--- src/rtl/tcs_channel_sequencer.sv ---
// Colour sensor channel sequencer: steps the S2/S3 filter select, settles, gates edge counts, publishes them atomically.
// Define CLEAR_CHANNEL_EN to add a fourth (clear) channel and the clear_cnt output.
module tcs_channel_sequencer #(
  parameter int SETTLE_CYCLES = 10000,
  parameter int GATE_CYCLES   = 1000000,
  parameter int CNT_W         = 32
) (
  input  logic             clk,
  input  logic             reset,
  input  logic             enable,
  input  logic             signal_in,
  output logic             S2,
  output logic             S3,
  output logic [CNT_W-1:0] red,
  output logic [CNT_W-1:0] green,
  output logic [CNT_W-1:0] blue,
`ifdef CLEAR_CHANNEL_EN
  output logic [CNT_W-1:0] clear_cnt,
`endif
  output logic             done_color,
  output logic             busy,
  output logic [1:0]       channel,
  output logic [1:0]       o_dbg_state
);

  typedef enum logic [1:0] {IDLE, SETTLE, GATE, STORE} state_t;

`ifdef CLEAR_CHANNEL_EN
  localparam logic [1:0] LAST_CH = 2'd3;
`else
  localparam logic [1:0] LAST_CH = 2'd2;
`endif
  localparam logic [31:0]      SETTLE_LAST = 32'(SETTLE_CYCLES - 1);
  localparam logic [31:0]      GATE_LAST   = 32'(GATE_CYCLES - 1);
  localparam logic [CNT_W-1:0] CNT_MAX     = '1;

  state_t           r_state;
  state_t           w_state_nxt;
  logic [31:0]      r_timer;
  logic [CNT_W-1:0] r_edge_cnt;
  logic [CNT_W-1:0] r_sh_r;
  logic [CNT_W-1:0] r_sh_g;
`ifdef CLEAR_CHANNEL_EN
  logic [CNT_W-1:0] r_sh_b;
`endif
  logic [1:0]       r_channel;
  logic [1:0]       w_ch_nxt;
  logic             r_sync1;
  logic             r_sync2;
  logic             r_sync_d;
  logic             w_rise;
  logic             w_store;
  logic             w_last;

  // Filter select code for a channel index: R=00, G=11, B=01, clear=10.
  function automatic logic [1:0] filter_code(input logic [1:0] ch);
    case (ch)
      2'd0:    filter_code = 2'b00;
      2'd1:    filter_code = 2'b11;
      2'd2:    filter_code = 2'b01;
      default: filter_code = 2'b10;
    endcase
  endfunction

  always_ff @(posedge clk) begin
    if (reset) begin
      r_sync1  <= 1'b0;
      r_sync2  <= 1'b0;
      r_sync_d <= 1'b0;
    end else begin
      r_sync1  <= signal_in;
      r_sync2  <= r_sync1;
      r_sync_d <= r_sync2;
    end
  end

  assign w_rise  = r_sync2 & ~r_sync_d;
  assign w_store = (r_state == STORE);
  assign w_last  = (r_channel == LAST_CH);

  always_ff @(posedge clk) begin
    if (reset) r_state <= IDLE;
    else       r_state <= w_state_nxt;
  end

  always_comb begin
    w_state_nxt = r_state;
    w_ch_nxt    = r_channel;
    case (r_state)
      IDLE: begin
        w_ch_nxt = 2'd0;
        if (enable) w_state_nxt = SETTLE;
      end
      SETTLE: if (r_timer == SETTLE_LAST) w_state_nxt = GATE;
      GATE:   if (r_timer == GATE_LAST) w_state_nxt = STORE;
      STORE: begin
        if (w_last) begin
          w_ch_nxt    = 2'd0;
          w_state_nxt = enable ? SETTLE : IDLE;
        end else begin
          w_ch_nxt    = r_channel + 2'd1;
          w_state_nxt = SETTLE;
        end
      end
      default: w_state_nxt = IDLE;
    endcase
  end

  always_ff @(posedge clk) begin
    if (reset) begin
      r_timer    <= '0;
      r_edge_cnt <= '0;
      r_sh_r     <= '0;
      r_sh_g     <= '0;
`ifdef CLEAR_CHANNEL_EN
      r_sh_b     <= '0;
      clear_cnt  <= '0;
`endif
      red        <= '0;
      green      <= '0;
      blue       <= '0;
      done_color <= 1'b0;
      r_channel  <= 2'd0;
      S2         <= 1'b0;
      S3         <= 1'b0;
    end else begin
      done_color <= w_store & w_last;
      r_channel  <= w_ch_nxt;
      if (w_state_nxt != r_state)                   r_timer <= '0;
      else if (r_state == SETTLE || r_state == GATE) r_timer <= r_timer + 32'd1;
      // Settle discards strobes; gate counts them and sticks at full scale.
      if (r_state == SETTLE)
        r_edge_cnt <= '0;
      else if (r_state == GATE && w_rise && r_edge_cnt != CNT_MAX)
        r_edge_cnt <= r_edge_cnt + 1'b1;
      if (w_store) begin
        {S2, S3} <= filter_code(w_ch_nxt);
        case (r_channel)
          2'd0:    r_sh_r <= r_edge_cnt;
          2'd1:    r_sh_g <= r_edge_cnt;
`ifdef CLEAR_CHANNEL_EN
          2'd2:    r_sh_b <= r_edge_cnt;
`endif
          default: ;
        endcase
        // The last channel's count bypasses its shadow so all outputs update together.
        if (w_last) begin
          red   <= r_sh_r;
          green <= r_sh_g;
`ifdef CLEAR_CHANNEL_EN
          blue      <= r_sh_b;
          clear_cnt <= r_edge_cnt;
`else
          blue      <= r_edge_cnt;
`endif
        end
      end
    end
  end

  assign busy        = (r_state != IDLE);
  assign channel     = r_channel;
  assign o_dbg_state = r_state;

endmodule

--- config.mk ---
export PLATFORM = sky130hd
export DESIGN_NAME = tcs_channel_sequencer
export DESIGN_NICKNAME = d
export VERILOG_FILES = /design/src/rtl/tcs_channel_sequencer.sv
export SDC_FILE = /design/constraint.sdc
export NUM_CORES = 1
export LEC_CHECK = 0
export CORE_MARGIN = 2
export CORE_UTILIZATION = 50
export DETAILED_ROUTE_END_ITERATION = 6
export DONT_BUFFER_PORTS = 1
export PLACE_DENSITY = 0.67
export SYNTH_ARGS = -nofsm -noshare
export SYNTH_HDL_FRONTEND = slang
export SYNTH_SLANG_ARGS = --single-unit
export TNS_END_PERCENT = 1
--- constraint.sdc ---
create_clock -name clk -period 2.1 [get_ports clk]
set_clock_uncertainty 0.1 [all_clocks]
set_input_delay 0.315 -clock clk [delete_from_list [all_inputs] [get_ports clk]]
set_output_delay 0.315 -clock clk [all_outputs]
set_load 0.02 [all_outputs]
# [Word level (Yosys, flattened, before mapping)]
# Index checks and enable logic that the tools add are counted.
[totals] word_cells=53 ff_bits=234 latchBits=0 ramBits=0 rom_bits=0 input_bits=4 memories=0
[op_classes] bitwise_logic=3 div_mod_pow=0 n_addsub=3 n_mul=0 eq_ne=11 n_reduce_logical=12 magnitude_cmp=0 shift=0 n_mux=9
[op_table] op="$add A32 B1 Y32 const B" count=2
[op_table] op="$eq A32 B14 Y1 const B" count=1
[op_table] op="$eq A32 B20 Y1 const B" count=1
[op_table] op="$ne A32 B32 Y1 const B" count=1
[op_table] op="$eq A2 B2 Y1 const B" count=4
[op_table] op="$mux W2" count=4
[op_table] op="$pmux W2 S4" count=1
[op_table] op="$eq A2 B1 Y1 const B" count=3
[op_table] op="$logic_not A2 Y1" count=3
[op_table] op="$pmux W2 S3" count=1
[op_table] op="$reduce_and A2 Y1" count=3
[op_table] op="$pmux W2 S2" count=1
[op_table] op="$reduce_or A2 Y1" count=2
[op_table] op="$add A2 B1 Y2 const B" count=1
[op_table] op="$and A1 B1 Y1" count=2
[op_table] op="$logic_and A1 B1 Y1" count=2
[op_table] op="$mux W1" count=2
[op_table] op="$ne A2 B2 Y1" count=1
[op_table] op="$reduce_bool A2 Y1" count=1
[op_table] op="$logic_or A1 B1 Y1" count=1
[op_table] op="$not A1 Y1" count=1

# [Longest topological paths before layout]
# Gate-level depths: netlist of run 1.
[depth] depth_word=5 depth_mapped=9 ltp_nobuf=7

# [Worst setup path before layout of run 1]
# OpenSTA, ideal clock, no wires.
[synth_path] path_kind="register -> register" startpoint="register r_state[0] (netlist: o_dbg_state[0])" endpoint="register r_timer[29]" n_path_buf=1 arrival_ns=2.120 path_slack_ns=-0.250 stages_incl_launch_ff=9 path_cell_list="dfxtp_1 > inv_1 > ha_1 > nand4_1 > or3_1 > clkbuf_1 > nor4_1 > xnor2_1 > nor3_1"
[synth_via] elab_chain_len=4
[synth_rtl] item="start: declaration" line_no="37" rtl="state_t r_state;"
[synth_rtl] item="start signal: assignment" line_no="83" rtl="else r_state <= w_state_nxt;"
[synth_rtl] item="$eq A2 B2 Y1, or another cell as far along" line_no="89" rtl="case (r_state)"
[synth_rtl] item="$pmux W2 S4" line_no="89"
[synth_rtl] item="$ne A2 B2 Y1" line_no="129" rtl="if (w_state_nxt != r_state) r_timer <= '0;"
[synth_rtl] item="$reduce_or A2 Y1 (no line)"
[synth_rtl] item="end signal: assignment" line_no="130" rtl="else if (r_state == SETTLE || r_state == GATE) r_timer <= r_timer + 32'd1;"
[synth_rtl] item="end: declaration" line_no="39" rtl="logic [31:0] r_timer;"
# Parallel ways exist; a longest one is shown, timed or not.
# A chain may end at the register's enable or synchronous reset.

# [Final worst setup path of run 1]
[layout_path] startpoint="register r_state[0] (netlist: o_dbg_state[0])" endpoint="register r_edge_cnt[30]"
[layout_via] elab_chain_len=3
[layout_rtl] item="$eq A2 B2 Y1" line_no="134" rtl="else if (r_state == GATE && w_rise && r_edge_cnt != CNT_MAX)"
[layout_rtl] item="$logic_and A1 B1 Y1 (2 in series)" line_no="134"
[layout_rtl] item="end signal: assignment" line_no="135" rtl="r_edge_cnt <= r_edge_cnt + 1'b1;"
[layout_rtl] item="end: declaration" line_no="40" rtl="logic [CNT_W-1:0] r_edge_cnt;"
# Parallel ways exist; a longest one is shown, timed or not.

==> flow_summary.yaml, run 1 <==
logic_synthesis:
  synth-seq-area-share: 0.501
  postSynthNetCount: 1172
  post_synth_instance_area_sq_um: 9340
  yosys.area.top_type_share: 0.501
  count_of_flip_flops_with_a_built_in_enable_after_synthesis: 0
  yosys-top-cells-area: "sky130_fd_sc_hd__dfxtp_1, sky130_fd_sc_hd__nand2_1, sky130_fd_sc_hd__a21oi_1"
  syn_area_per_cell_sq_um: 8.05
  netlist.top_cell.by_area: "sky130_fd_sc_hd__dfxtp_1"
  post_synth_most_frequent_cells: "sky130_fd_sc_hd__nand2_1, sky130_fd_sc_hd__dfxtp_1, sky130_fd_sc_hd__a21oi_1"
  most_common_cell_in_the_synthesized_netlist: "sky130_fd_sc_hd__nand2_1"
  synth_async_sr_flop_share: 0
  synth_cells: 1161
  dominantRegCellSynth: "sky130_fd_sc_hd__dfxtp_1"
  yosys_warnings: 0
  synth_cell_type_count: 57
  synth.ff_latch_count: 234
worst_setup_path:
  ff2ff_path_depth: 7
  setup.worst_path.end_class: "flop"
  origin_of_the_worst_setup_path: "o_dbg_state[0]"
  worstSetupStartpointType: "flop"
  critical_path_required_ns: 2.45
  endpoint: "r_edge_cnt[30]"
  cp_max_fo: 5
  crit_arrival_ns: 2.45
  crit_type: "reg -> reg"
  rr_endpoint: "r_edge_cnt[30]"
  r2r_setup_slack_ns: -0.002
  r2r-start: "o_dbg_state[0]"
placed_design:
  final_hpwl_from_detailed_placement_mm: 16.7
  post_placement_cell_count: 1421
  gpl.final_weighted_congestion: 0.942
  portBuffers: 0
sta:
  min_period_ns: 2.10
  worst_pin_slew_ns: 0.637
  final_max_slew_viol_count: 0
  period_share: 1.00
  final-hold-violation-count: 168
  setup_violations: 1
  finalHoldWorstSlack_ns: -0.224
  finalWorstSetupSlack_ns: -0.00232
  peak_clock_frequency_supported_by_timing_ghz: 0.476
  maxSlewHeadroom: 0.575
  rsz_0062_raised_after_global_routing: "yes"
floorplan:
  die_width_um: 141
  core_area_sq_um: 18100
  top_level_ports: 108
  floorplan.initialDensity: 0.515
  floorplan.die.height_um: 141
  row_count: 49
  fp.dieArea_sq_um: 19800
cells_and_area:
  insertedDiodeCount: 0
  drive_above_1_share: 0.194
  final_net_count: 1241
  post_layout_nonfiller_instances: 1477
  post_synthesis_to_final_layout_area_growth_pct: 23.7
global_route:
  first_global_vias: 7568
  antenna_found_initial: 0
  grt_start_max_net_pins: 179
  wire_length_of_the_first_global_routing_pass_mm: 39.7
  global_route.overflow_total: 0
  gr-usage-all-layers: 0.243
route:
  wl_mm: 25.1
  drt.antenna.violating_nets: 0
  viasPerCell: 5.57
  detailed_route_iter0_violations: 679
  detail_route.drc_violations: 0
  first_pass_iters: 4
  detailroute.via_count: 8221
  avgRoutedWirePerCell_um: 17.0
clock_tree:
  cts_tree: "yes"
  cts_max_path_buffers: 3
  clk_transition_reported_paths_ns: 0.06
  tritoncts_num_sinks: 234
  tritoncts.num_buffers: 25
  cts-root-buf: "sky130_fd_sc_hd__clkbuf_16"
  insertion_delay_ns: 0.52
  htree_num_levels: 1
status:
  run_status: "finished, violations left"
  violations: "hold timing, setup timing"
power:
  vdd.ir_drop.worst_mv: 0.662
  static_leakage_nw: 4.03
  design_power_total_w: 0.00915
  p_per_area_nw_per_um2: 792
worst_hold_path:
  hold_removal_path_class: "in -> reg"
job:
  max_cap_viol: 0
-- cells in the final DEF (no fill, tap or decap), types with 6 or more instances in the layout --
cell type and n:
sky130_fd_sc_hd__clkbuf_16 26, sky130_fd_sc_hd__nand4_1 22, sky130_fd_sc_hd__o31ai_1 10, sky130_fd_sc_hd__a21oi_1 183, sky130_fd_sc_hd__buf_4 109, sky130_fd_sc_hd__nor3_2 11, sky130_fd_sc_hd__inv_1 11, sky130_fd_sc_hd__nor3_1 28
sky130_fd_sc_hd__nand2_1 350, sky130_fd_sc_hd__buf_6 7, sky130_fd_sc_hd__or3_1 17, sky130_fd_sc_hd__xor2_1 10, sky130_fd_sc_hd__nor2_1 20, sky130_fd_sc_hd__o211ai_1 6, sky130_fd_sc_hd__clkbuf_8 7, sky130_fd_sc_hd__o21ai_0 13
sky130_fd_sc_hd__or4_1 8, sky130_fd_sc_hd__or4_4 6, sky130_fd_sc_hd__nand3_1 21, sky130_fd_sc_hd__nor4_4 6, sky130_fd_sc_hd__buf_12 10, sky130_fd_sc_hd__xnor2_1 21, sky130_fd_sc_hd__dfxtp_1 224, sky130_fd_sc_hd__dfxtp_2 8
sky130_fd_sc_hd__and3_1 8
-- logic make-up after synthesis --
logic type | count (synthesis) | share of synthesized area
buf+inv | 103 | 0.0492
flops | 234 | 0.501
xor+xnor | 31 | 0.0291
mux | 5 | 0.00536
compound gates | 234 | 0.136
fa+ha+maj | 7 | 0.00938
simple gates | 547 | 0.270
-- worst min path at each step --
| stage | start | end | slack [ns] | depth (start not counted) |
|---|---|---|---|---|
| floorplan | r_sync1 | r_sync2 | 0.31 | 1 |
| global placement | reset | green[9] | 0.30 | 1 |
| detailed placement | reset | green[9] | 0.30 | 1 |
| CTS | reset | green[9] | -0.24 | 1 |
| global route | reset | green[9] | -0.25 | 1 |
| finish | reset | green[9] | -0.22 | 1 |
-- stage by stage --
stage / setup WS [ns] / hold WS [ns] / TNS (ns) / cell area [sq um] / utilization
floorplan: -0.0249 / 0.314 / -0.225 / 9400 / -
global placement: -0.00375 / 0.302 / -0.00375 / 10300 / 0.568
detailed placement: -0.0474 / 0.302 / -0.164 / 10300 / 0.568
CTS: 0.00236 / -0.240 / 0 / 11200 / 0.616
global route: -0.0552 / -0.245 / -0.679 / 11600 / 0.637
finish: -0.00232 / -0.224 / -0.00232 / 11600 / 0.637
-- cell type report --
type	instances	area, sq um
Tap cell	229	287
Sequential cell	234	4700
Inverter	13	56.3
Timing Repair Buffer	131	1150
Multi-Input combinational cell	825	4530
Clock buffer	38	766
Fill cell	1562	6590
Clock inverter	7	63.8
-- registers in the layout, indices dropped and copies added, names as in the netlist --
| register | cells |
|---|---|
| o_dbg_state | 2 |
| r_sync1 | 1 |
| r_sync2 | 1 |
| r_timer | 32 |
| S2 | 1 |
| r_edge_cnt | 32 |
| S3 | 1 |
| done_color | 1 |
| channel | 2 |
| green | 32 |
| r_sh_g | 32 |
| r_sh_r | 32 |
| blue | 32 |
| r_sync_d | 1 |
| red | 32 |
-- power by group --
group / internal [W] / switching (W)
Combinational: 0.000119 / 0.000197
Clock: 0.00263 / 0.00175
Sequential: 0.00445 / 0.00000935
Total: 0.00720 / 0.00195
-- metal layers --
| layer | track usage | share of wire | routed length (um) | vias to the layer above |
|---|---|---|---|---|
| met3 | 0.0523 | 0.067 | 1690 | 41 |
| met5 | 0 | 0 | 0 | - |
| met4 | 0.0584 | 0.019 | 484 | 0 |
| met2 | 0.394 | 0.47 | 11700 | 209 |
| met1 | 0.335 | 0.45 | 11300 | 3881 |
| li1 | - | - | - | 4090 |
-- critical path, stage by stage (launching register included) --
cell and delay [ns]:
sky130_fd_sc_hd__dfxtp_4 0.36, sky130_fd_sc_hd__inv_6 0.07, sky130_fd_sc_hd__ha_4 0.13, sky130_fd_sc_hd__and3b_2 0.22, sky130_fd_sc_hd__nand3_4 0.09, sky130_fd_sc_hd__or4_4 0.51
sky130_fd_sc_hd__or4_1 0.42, sky130_fd_sc_hd__a21oi_1 0.14
-- repair_timing --
| action | CTS | global route |
|---|---|---|
| endpoints found under the hold margin | 175 | 171 |
| hold buffers | 4 | 1 |
| setup buffers | 0 | 5 |
| pin swaps | 1 | 26 |
| resized for setup | 3 | 69 |
| setup endpoints to repair | 16 | 51 |
| gates cloned | 0 | 2 |
Power figures use the tool's default switching activity.
==> inputs of run 2 (changes only) <==
CORE_UTILIZATION = 55   (was 50)
PLACE_DENSITY = 0.72   (was 0.67)
==> flow_summary.yaml, run 2 (same netlist as run 1, synthesis figures left out) <==
status:
  run_status: "finished, violations left"
  violations: "hold timing, setup timing"
worst_setup_path:
  origin_of_the_worst_setup_path: "o_dbg_state[1]"
  setup.worst_path.end_class: "flop"
  crit_arrival_ns: 2.46
  crit_type: "reg -> reg"
  worstSetupStartpointType: "flop"
  critical_path_required_ns: 2.45
  cp_max_fo: 5
  r2r-start: "o_dbg_state[1]"
global_route:
  grt_use_met2: 0.441
  wire_length_of_the_first_global_routing_pass_mm: 39.6
  grt_start_max_net_pins: 179
  grt_busiest_layer: "met2"
  antenna_found_initial: 0
  gr-usage-all-layers: 0.268
  first_global_vias: 7837
  grt_util_met1: 0.355
  global_route.overflow_total: 0
  globalRouteMet3Util: 0.0537
clock_tree:
  cts_hold_repair.buffers: 4
  htree_num_levels: 1
  tritoncts_num_sinks: 234
  clk_transition_reported_paths_ns: 0.07
  insertion_delay_ns: 0.51
  tritoncts.num_buffers: 24
  cts_tree: "yes"
  cts_max_path_buffers: 3
  cts-root-buf: "sky130_fd_sc_hd__clkbuf_16"
sta:
  final.setup.tns_ns: -0.0225
  peak_clock_frequency_supported_by_timing_ghz: 0.472
  rsz_0062_raised_after_global_routing: "yes"
  worst_pin_slew_ns: 0.409
  final-hold-violation-count: 170
  setup_violations: 2
  min_period_ns: 2.12
  finalHoldWorstSlack_ns: -0.217
  maxSlewHeadroom: 0.725
  period_share: 1.01
  finalWorstSetupSlack_ns: -0.0178
  final_max_slew_viol_count: 0
cells_and_area:
  final_standard_cell_area_without_fillers_sq_um: 11300
  layout.cells.most_common: "sky130_fd_sc_hd__nand2_1"
  insertedDiodeCount: 0
  final_net_count: 1238
  utilization: 0.681
  post_synthesis_to_final_layout_area_growth_pct: 20.9
  drive_above_1_share: 0.168
  filler_cell_count: 1369
  most-common-layout-cells: "sky130_fd_sc_hd__nand2_1, sky130_fd_sc_hd__dfxtp_1, sky130_fd_sc_hd__a21oi_1"
power:
  p_per_area_nw_per_um2: 782
  vdd.ir_drop.worst_mv: 0.767
  static_leakage_nw: 3.88
  design_power_total_w: 0.00884
worst_hold_path:
  hold_start: "reset"
  hold_removal_path_class: "in -> reg"
floorplan:
  floorplan.die.height_um: 134
  fp.dieArea_sq_um: 18000
  row_count: 47
  die_width_um: 134
  core_area_sq_um: 16600
  top_level_ports: 108
  floorplan.initialDensity: 0.563
route:
  first_pass_iters: 7
  detail_route.drc_violations: 0
  drt.antenna.violating_nets: 0
  detailed_route_iter0_violations: 596
  viasPerCell: 5.73
  avgRoutedWirePerCell_um: 17.1
  wl_mm: 25.0
  detailroute.via_count: 8375
placed_design:
  gpl.final_weighted_congestion: 0.924
  portBuffers: 0
  placed_area_sq_um: 10400
  final_hpwl_from_detailed_placement_mm: 16.6
job:
  max_cap_viol: 0
[run 2: layer usage]
metal | vias up | wire length (um)
li1 | 4090 | -
met1 | 3982 | 10600
met2 | 253 | 11800
met3 | 50 | 1820
met4 | 0 | 718
met5 | - | 0
[run 2: critical path, stage by stage, from the launching register on]
cell	delay (ns)
sky130_fd_sc_hd__dfxtp_4	0.34
sky130_fd_sc_hd__buf_4	0.10
sky130_fd_sc_hd__ha_4	0.11
sky130_fd_sc_hd__and3b_2	0.22
sky130_fd_sc_hd__nand3_4	0.09
sky130_fd_sc_hd__or4_4	0.52
sky130_fd_sc_hd__or4_1	0.41
sky130_fd_sc_hd__a21oi_1	0.15
[run 2: final cells by class]
type	instances	area, sq um	area share
well taps	220	275	0.0244
repair buffers	129	1150	0.101
multi-input cells	825	4390	0.388
clock buffers	37	701	0.0620
clock inverters	3	43.8	0.00388
flip-flops and latches	234	4690	0.416
inverters	13	51.3	0.00454
[run 2: power by group]
group	internal [W]	leakage, nW	total, W	switching, W
combinational	0.000119	1.63	0.000311	0.000193
clock	0.00240	0.362	0.00407	0.00167
sequential	0.00445	1.89	0.00446	0.00000814
[run 2: per-stage QoR]
| step | cells | hold slack [ns] | worst slack, ns |
|---|---|---|---|
| after floorplan | 1161 | 0.314 | -0.0249 |
| after global placement | 1415 | 0.303 | -0.0203 |
| after detailed placement | 1415 | 0.303 | -0.0630 |
| after CTS | 1459 | -0.236 | 0.00126 |
| after global routing | 1461 | -0.236 | -0.0749 |
| final | 1461 | -0.217 | -0.0178 |
[run 2: what timing repair did]
item	4_1_cts	5_1_grt
gates resized for setup	3	29
gates cloned	0	2
hold endpoints to repair	175	171
pin swaps	1	8
endpoints found under the setup margin	19	55
buffers inserted	0	0
[run 2: final timing paths]
kind         slack [ns]  cells after the start        endpoint
max               -0.02                      7  r_edge_cnt[30]
min               -0.22                      1      done_color
max reg2reg       -0.02                      7  r_edge_cnt[30]
min reg2reg        0.35                      2          red[4]
==> inputs of run 3 (changes only) <==
CORE_MARGIN = unset   (was 2)
==> flow_summary.yaml, run 3 (same netlist as run 1, synthesis figures left out) <==
global_route:
  first_global_vias: 7912
  grt_start_max_net_pins: 179
  gr-usage-all-layers: 0.273
  antenna_found_initial: 0
  wire_length_of_the_first_global_routing_pass_mm: 39.2
  global_route.overflow_total: 0
power:
  design_power_total_w: 0.00958
  static_leakage_nw: 3.98
  p_comb_frac: 0.034
  power_switching_w: 0.00202
  pwr-share-seq: 0.465
  power.clock.fraction: 0.501
  vdd.ir_drop.worst_mv: 0.552
  swShare: 0.211
  p_per_area_nw_per_um2: 834
  p_int_w: 0.00756
sta:
  min_period_ns: 2.16
  finalHoldWorstSlack_ns: -0.228
  worst_pin_slew_ns: 0.466
  period_share: 1.03
  peak_clock_frequency_supported_by_timing_ghz: 0.463
  final_max_slew_viol_count: 0
  setup_violations: 24
  finalWorstSetupSlack_ns: -0.0601
  maxSlewHeadroom: 0.689
  final-hold-violation-count: 171
  rsz_0062_raised_after_global_routing: "yes"
clock_tree:
  clk_transition_reported_paths_ns: 0.06
  cts_max_path_buffers: 3
  tritoncts.num_buffers: 25
  htree_num_levels: 1
  cts_hold_repair.buffers: 3
  cts_tree: "yes"
  insertion_delay_ns: 0.51
  cts-root-buf: "sky130_fd_sc_hd__clkbuf_16"
  tritoncts_num_sinks: 234
cells_and_area:
  final_net_count: 1240
  most-common-layout-cells: "sky130_fd_sc_hd__nand2_1, sky130_fd_sc_hd__dfxtp_1, sky130_fd_sc_hd__a21oi_1"
  utilization: 0.693
  seq_cell_area_sq_um: 4700
  final_standard_cell_area_without_fillers_sq_um: 11500
  filler_cell_count: 1360
  post_synthesis_to_final_layout_area_growth_pct: 22.9
  multi_input_comb_area_sq_um: 4420
  insertedDiodeCount: 0
  post_layout_nonfiller_instances: 1467
  drive_above_1_share: 0.188
  layout.cells.most_common: "sky130_fd_sc_hd__nand2_1"
status:
  run_status: "finished, violations left"
  violations: "hold timing, setup timing"
floorplan:
  floorplan.initialDensity: 0.563
  fp.dieArea_sq_um: 17500
  top_level_ports: 108
  floorplan.die.height_um: 132
  die_width_um: 132
  core_area_sq_um: 16600
  row_count: 47
route:
  detailroute.via_count: 8346
  drt.antenna.violating_nets: 0
  first_pass_iters: 5
  wl_mm: 25.0
  detailroute.wirelength.met3_mm: 1.86
  viasPerCell: 5.69
  avgRoutedWirePerCell_um: 17.1
  topRoutingLayerUsed: "met4"
  detail_route.drc_violations: 0
  route.met2.wl_mm: 11.9
  detailed_route_iter0_violations: 587
  routedLengthMet1_mm: 10.7
worst_setup_path:
  crit_type: "reg -> reg"
  cell_by_cell_listing_of_the_critical_path: "nor4_2, nand4_1, or3_4, a211oi_4, buf_4, buf_6, nor3_1"
  setup.worst_path.end_class: "flop"
  number_of_buffer_and_inverter_stages_on_the_critical_path: 2
  origin_of_the_worst_setup_path: "r_timer[6]"
  path_delay_family: "simple AND/OR/NAND/NOR gates"
  critical_path_required_ns: 2.39
  timing.critical_path.slowest_cell_delay_ns: 0.43
  worstSetupStartpointType: "flop"
  crit_arrival_ns: 2.45
  critical-path-slowest-cell: "sky130_fd_sc_hd__or3_4"
  r2r-start: "r_timer[6]"
  cp_max_fo: 8
placed_design:
  portBuffers: 0
  placed_area_sq_um: 10200
  final_hpwl_from_detailed_placement_mm: 16.3
  gpl.final_weighted_congestion: 0.942
  post_placement_cell_count: 1407
job:
  max_cap_viol: 0
worst_hold_path:
  hold_start: "reset"
  hold_removal_path_class: "in -> reg"
[run 3: cell types whose count changed in the layout (fill, tap and decap cells not counted), moves of 4 or more]
cell	delta
sky130_fd_sc_hd__buf_4	+4
sky130_fd_sc_hd__clkbuf_1	-6
sky130_fd_sc_hd__dfxtp_1	-7
sky130_fd_sc_hd__dfxtp_2	+7
sky130_fd_sc_hd__bufinv_16	+4
sky130_fd_sc_hd__buf_12	-5
[run 3: power by group through the flow]
stage	registers [W]	clock network (W)	logic, W
2_1_floorplan	0.00456	0	0.000220
3_3_place_gp	0.00455	0	0.000268
3_5_place_dp	0.00455	0	0.000273
4_1_cts	0.00446	0.00486	0.000280
5_1_grt	0.00445	0.00505	0.000344
6_report	0.00446	0.00480	0.000322
[run 3: final cells by class]
class,count,area share
clock buffer,33,0.0614
clock inverter,12,0.0182
sequential,234,0.410
inverter,13,0.00447
multi-input combinational,824,0.384
tap,220,0.0240
timing repair buffer,131,0.0979
[run 3: worst paths after layout]
path / to / slack, ns / cells past startpoint
setup / recovery: r_timer[18] / -0.06 / 7
hold / removal: green[8] / -0.23 / 1
setup reg to reg: r_timer[18] / -0.06 / 7
hold reg to reg: green[22] / 0.35 / 2
[run 3: worst register-to-register path, cell delays in order (launching register included)]
cell	delay, ns
sky130_fd_sc_hd__dfxtp_1	0.32
sky130_fd_sc_hd__nor4_2	0.28
sky130_fd_sc_hd__nand4_1	0.20
sky130_fd_sc_hd__or3_4	0.43
sky130_fd_sc_hd__a211oi_4	0.31
sky130_fd_sc_hd__buf_4	0.19
sky130_fd_sc_hd__buf_6	0.14
sky130_fd_sc_hd__nor3_1	0.07
[run 3: per-layer routing]
layer,global-route usage,vias to the layer above
li1,-,4076
met1,0.348,3949
met2,0.459,272
met3,0.0611,49
met4,0.0856,0
met5,0,-
[run 3: through the flow]
stage | setup slack, ns | setup TNS, ns
detailed placement | -0.0671 | -0.494
floorplan | -0.0249 | -0.225
global placement | -0.0142 | -0.0386
global route | -0.123 | -2.89
CTS | -0.00937 | -0.0308
finish | -0.0601 | -0.874
[run 3: timing repair]
action	4_1_cts	5_1_grt
pin swaps	0	11
gates resized for setup	6	47
endpoints found under the setup margin	41	51
setup buffers	0	7
cloned	0	5
hold endpoints to repair	175	172
